`src/rtl/countryroad_ctrl_if.sv`:
```
// Link between the highway controller and the country-road controller.
//
// Signal semantics (no valid/ready pairs; all signals are level or pulse):
//   enable_countryroad : level, highway -> country. 1 while the country road
//                        may show green; must stay 0 through country yellow.
//   mode               : level, highway -> country. Selects the interval
//                        length: 0 = long hold period, 1 = short yellow period.
//   timeout            : single-cycle pulse, country -> highway. Marks the end
//                        of the current interval; sampled by both sides at the
//                        next rising clock edge.
//   countryroad_led    : one-hot country light (100 green, 010 yellow, 001 red).
//   fault              : sticky protocol-violation flag, cleared only by reset.
//   state_dbg          : country FSM state, for observation only.
interface countryroad_ctrl_if;
    logic       enable_countryroad;
    logic       mode;
    logic       timeout;
    logic [2:0] countryroad_led;
    logic       fault;
    logic [1:0] state_dbg;

    modport master (
        output enable_countryroad,
        output mode,
        input  timeout,
        input  countryroad_led,
        input  fault,
        input  state_dbg
    );

    modport slave (
        input  enable_countryroad,
        input  mode,
        output timeout,
        output countryroad_led,
        output fault,
        output state_dbg
    );
endinterface

```
`src/rtl/countryroad_ctrl.sv`:
```
// Country-road light controller: interval timer producing the highway's
// timeout pulse, plus the country light FSM following the hand-over protocol.
module countryroad_ctrl #(
    parameter int T_LONG  = 10,
    parameter int T_SHORT = 3,
    parameter int CNT_W   = 8
) (
    input logic              clk,
    input logic              rst_n,
    countryroad_ctrl_if.slave bus
);

    typedef enum logic [1:0] {
        ST_RED    = 2'd0,
        ST_GREEN  = 2'd1,
        ST_YELLOW = 2'd2
    } state_t;

    // Last count value of each interval; the counter restarts after it.
    localparam logic [CNT_W-1:0] LONG_LAST  = CNT_W'(T_LONG - 1);
    localparam logic [CNT_W-1:0] SHORT_LAST = CNT_W'(T_SHORT - 1);

    logic [CNT_W-1:0] cnt;
    logic [CNT_W-1:0] last;
    logic             expired;

    state_t           state;
    state_t           state_nxt;
    logic             fault_q;
    logic             fault_nxt;
    logic [2:0]       led;

    // Interval end is compared with >= so that shortening the interval
    // mid-count fires immediately instead of running to the wrap.
    always_comb begin
        last    = bus.mode ? SHORT_LAST : LONG_LAST;
        expired = (cnt >= last);
    end

    // Timeout is held low while reset is asserted, whatever the mode.
    assign bus.timeout = expired & rst_n;

    // Interval counter: restart on expiry, otherwise count up.
    always_ff @(posedge clk or negedge rst_n) begin
        if (!rst_n) begin
            cnt <= '0;
        end else if (expired) begin
            cnt <= '0;
        end else begin
            cnt <= cnt + 1'b1;
        end
    end

    // State and sticky fault registers.
    always_ff @(posedge clk or negedge rst_n) begin
        if (!rst_n) begin
            state   <= ST_RED;
            fault_q <= 1'b0;
        end else begin
            state   <= state_nxt;
            fault_q <= fault_nxt;
        end
    end

    // Next-state logic and Moore light decode.
    always_comb begin
        state_nxt = state;
        fault_nxt = fault_q;
        led       = 3'b001;
        unique case (state)
            ST_RED: begin
                led = 3'b001;
                if (bus.enable_countryroad) begin
                    state_nxt = ST_GREEN;
                end
            end
            ST_GREEN: begin
                led = 3'b100;
                if (!bus.enable_countryroad) begin
                    state_nxt = ST_YELLOW;
                end
            end
            ST_YELLOW: begin
                led = 3'b010;
                // Enable during our yellow is a highway violation; it takes
                // priority over a coincident timeout.
                if (bus.enable_countryroad) begin
                    state_nxt = ST_RED;
                    fault_nxt = 1'b1;
                end else if (expired) begin
                    state_nxt = ST_RED;
                end
            end
            default: begin
                led       = 3'b001;
                state_nxt = ST_RED;
            end
        endcase
    end

    assign bus.countryroad_led = led;
    assign bus.fault           = fault_q;
    assign bus.state_dbg       = state;

endmodule

```
`src/flat_wrapper.sv`:
```
// flat-port wrapper written by rule: the top's interface ports become plain ports
module countryroad_ctrl_flat 
#(
    parameter int T_LONG  = 10,
    parameter int T_SHORT = 3,
    parameter int CNT_W   = 8
)
  (clk, rst_n, bus_enable_countryroad, bus_mode, bus_timeout, bus_countryroad_led, bus_fault, bus_state_dbg);
  countryroad_ctrl_if bus_i ();
  input logic clk;
  input logic rst_n;
  input wire logic [$bits(bus_i.enable_countryroad)-1:0] bus_enable_countryroad;
  input wire logic [$bits(bus_i.mode)-1:0] bus_mode;
  output wire logic [$bits(bus_i.timeout)-1:0] bus_timeout;
  output wire logic [$bits(bus_i.countryroad_led)-1:0] bus_countryroad_led;
  output wire logic [$bits(bus_i.fault)-1:0] bus_fault;
  output wire logic [$bits(bus_i.state_dbg)-1:0] bus_state_dbg;
  assign bus_i.enable_countryroad = bus_enable_countryroad;
  assign bus_i.mode = bus_mode;
  assign bus_timeout = bus_i.timeout;
  assign bus_countryroad_led = bus_i.countryroad_led;
  assign bus_fault = bus_i.fault;
  assign bus_state_dbg = bus_i.state_dbg;
  countryroad_ctrl #(.T_LONG(T_LONG), .T_SHORT(T_SHORT), .CNT_W(CNT_W)) u_core (.clk(clk), .rst_n(rst_n), .bus(bus_i));
endmodule
```
`config.mk`:
```
export PLATFORM = sky130hd
export DESIGN_NAME = countryroad_ctrl_flat
export DESIGN_NICKNAME = d
export VERILOG_FILES = /design/src/rtl/countryroad_ctrl_if.sv /design/src/rtl/countryroad_ctrl.sv /design/src/flat_wrapper.sv
export SDC_FILE = /design/constraint.sdc
export NUM_CORES = 1
export LEC_CHECK = 0
export ABC_AREA = 1
export ABC_CLOCK_PERIOD_IN_PS = 2570
export CAP_MARGIN = 0
export CORE_AREA = 2 2 39 41
export DETAILED_ROUTE_END_ITERATION = 6
export DIE_AREA = 0 0 41 43
export PLACE_DENSITY_LB_ADDON = 0.25
export SLEW_MARGIN = 20
export SYNTH_ARGS = -nofsm -noshare
export SYNTH_HDL_FRONTEND = slang
export SYNTH_SLANG_ARGS = --single-unit
```
`constraint.sdc`:
```
create_clock -name clk -period 2.57 [get_ports clk]
set_input_delay 0.514 -clock clk [delete_from_list [all_inputs] [get_ports clk]]
set_output_delay 0.514 -clock clk [all_outputs]
set_load 0.005 [all_outputs]
```
==> results of run 1 <==
[cells by family (layout without fill, tap and decap cells)]
family,Yosys count,after routing,share of synthesized area (%)
adders and majority gates,10,10,19.4
muxes,1,1,3.49
AOI/OAI and AO/OA,3,3,3.69
other,1,3,0.582
buffers and inverters,11,28,6.99
DFF,11,11,42.7
and+or+nand+nor,25,25,20.4
xor gates and xnor gates,2,2,2.72
[power breakdown]
| part | internal [mW] | switching [mW] |
|---|---|---|
| Sequential | 0.194 | 0.0226 |
| Combinational | 0.146 | 0.107 |
| Clock | 0.0599 | 0.0498 |
[area by class of cell]
type | count | area share (%)
multi-input cells | 44 | 40.5
flip-flops and latches | 11 | 33.6
repair buffers | 14 | 15.7
inverters | 10 | 4.58
clock buffers | 4 | 3.21
well taps | 16 | 2.44
[what timing repair did]
| action | 4_1_cts | 5_1_grt |
|---|---|---|
| endpoints found under the setup margin | 1 | 0 |
| resized for setup | 2 | 0 |
| hold endpoints to repair | 0 | 0 |
[metal layers]
metal | up-vias | part of all wire (%) | GRT usage (%)
li1 | 228 | - | -
met4 | 0 | 0 | 10.0
met2 | 5 | 51 | 18.8
met3 | 0 | 4.2 | 7.85
met5 | - | 0 | 0
met1 | 194 | 45 | 12.6
[sequential cells by signal, indices dropped and copies added, names as in the netlist]
name and count:
u_core.bus.state_dbg 2, u_core.bus.fault 1, u_core.cnt 8
[worst paths after layout]
kind,to,slack [ps],cells past startpoint
min reg2reg,u_core.bus.fault,480,1
max reg2reg,u_core.bus.state_dbg[1],1150,12
max in group asynchronous,u_core.cnt[5],1840,2
max,bus_timeout,110,10
min,u_core.bus.fault,480,1
min in group asynchronous,u_core.cnt[2],590,2
[layout by cell type, fill, tap and decap left out, drive strengths merged]
cell type	netlist	final
a21o	1	1
inv	10	10
conb	1	3
or2	1	1
nand3	4	4
dfrtp	11	11
a21boi	1	1
clkdlybuf4s50	0	9
nor2	9	9
a31o	1	1
xor2	1	1
dlygate4sd2	0	1
ha	10	10
xnor2	1	1
clkbuf	0	4
mux2i	1	1
nand2	11	11
buf	1	4
==> results.txt, run 1 <==
* Antenna viol nets, final: 0
- Number of vias per cell: 4.31
- Number of remaining DRC errors: 0
* Final std cell area, no fill: approximately 820 um2
* Maximum number of pins on one net before global-route repair: 12
- The number of hold buffers added after CTS was 0.
- Once layout is complete, the cells apart from fillers number 99.
- Critical path required time: 2060 ps
- Final Hold Viols: 0
* Worst R2R Start: u_core.cnt[0]
- Of the cells placed in the final design, the portion with a size suffix greater than 1 is about 18%.
- Kind of critical path: input pin to primary output
- The later pin in the worst-skew pair is clocked with a latency of 260 ps.
* Aggregate routed wire length: 885 um
* Clock edge transition at the registers on the reported setup and hold paths: 60 ps
* Sink Count: 11
* CP Buf/Inv Count: 4
- Dividing the synthesized area by the synthesized cell count gives 10.1 um2.
- Setup violations remaining at the end of the flow were counted as 0.
- P&R area growth vs syn: 27.2%
- Total number of H-tree levels: 1
* Static Leak: 0.405 nW
* Skew final: 2.32 ps
- First drt pass iteration count: 1
- Cells after DPL: 95
* Class of the tightest hold or removal check: flip-flop to flip-flop
- By count the netlist is led by sky130_fd_sc_hd__dfrtp_1 (11), sky130_fd_sc_hd__ha_1 (10), sky130_fd_sc_hd__inv_1 (10).
* Gate count after technology mapping: 64
- TritonCTS clock tree: done
* Reg area: 275 um2
- For the final routed database, the setup TNS stands at 0 ps.
- In this run the post-CTS setup repair buffer count came out at 0.
- Cell type contributing the most total cell area after synthesis: sky130_fd_sc_hd__dfrtp_1
- In this run the tool buffered the top-level ports with 10 buffer cells.
* Max-slew violation total from the final report: 0
- I/O pins: 11
* Die X-Extent: 41 um
* Setup repair after global routing missed its margin: no
- DRC marker count from the first detailed-route iteration: 0
- Counting flops and latches in the post-synthesis netlist gives 11.
- Measured on the finished design, the core utilization comes to 59.2%.
- In the synthesized netlist the dominant register cell turns out to be sky130_fd_sc_hd__dfrtp_1.
- Highest-delay cell along the critical path: sky130_fd_sc_hd__clkdlybuf4s50_1
* Half-perimeter wire length after placement: roughly 750 um
* Vias after detailed routing: 427
* DP Worst Slack: -228 ps
- Along the worst path, the maximum fanout reaches 2.
* Final critical-path setup slack: 109 ps
* Most used cell, CP: sky130_fd_sc_hd__nand2_1
- For this run the aggregate overflow at the end of global routing stands at 0.
- The flow ran to the end, and the final reports show no timing, DRC or antenna violations.
- Sequential elements use 42.7% of the synthesized area.
* Initial cell density of the core: 46.6%
- Synth warn: 0
- Data on the critical path arrives at its endpoint at between 1500 and 2000 ps.
* HP Start: u_core.bus.fault
* Share of the synthesized area in the top cell type: 42.7%
- Global-route usage over all layers: 13.0%
- Num rows: 14
- Part of the cycle the worst path needs: 95.8%
* Crit path cell chain: clkdlybuf4s50_1 -> inv_1 -> ha_1 -> inv_1 -> nand2_1 -> nand2_1 -> nand2_1 -> nand2_2 -> a21boi_1 -> dlygate4sd2_1
* Area used by multi-input combinational logic: 332 um2
- Kind of start point of the critical path: input pin
* Filler instances: roughly 130
- Top cells by area in the synthesized netlist: sky130_fd_sc_hd__dfrtp_1 (43%), sky130_fd_sc_hd__ha_1 (19%), sky130_fd_sc_hd__inv_1 (5.8%)
* Die height: 43 um
* Vias in the first global route: 366
- The core region is 1380 um2.
- Global-route wire length before repair: around 1.4 mm
- The number of antenna violations at the first check in global routing is 0.
- Buffers inserted during clock tree synthesis total 3.
- The critical path starts at bus_mode.
* Worst hold slack: 479 ps
- Layout Nets: 98
- Number of enable flip-flop cells after synthesis: 0
- Power comes to approximately 580 uW.
- Maximum achievable frequency: 406 MHz
- Cell area after technology mapping: 644 um2
* Root Driver: sky130_fd_sc_hd__clkbuf_4
- Power spread over the standard cell area amounts to between 700 and 800 nW/um2.
* Family with the most delay on the worst path: buffers and inverters
- For this run, asynchronously set or reset flops after synthesis account for between 90% and 100%.
* Most frequently used cell type in the post-synthesis netlist: sky130_fd_sc_hd__dfrtp_1
- Gpl congestion: 0.697
- Critical Path Sink Type: primary output
* Max Root-Sink Buffers: 2
- Maximum vdd drop: approximately 380 uV
- For this run, the slowest stage of the critical path takes 470 ps.
* Count of different cell masters after synthesis: 18
* Clock period minus worst slack: 2460 ps
- The number of antenna diodes in the final layout is 0.
* Die area: approximately 1800 um2
- Max-cap violations in this run came to 0.
* Post-detailed-placement cell area: 795 um2
- WL per Instance: 8.94 um
(Power assumes the default switching activity.)
==> run 2, diff against run 1 <==
ABC_CLOCK_PERIOD_IN_PS = default   (was 2570)
==> results of run 2 <==
Same layout as run 1: the final DEF is identical, and so are final timing and power.
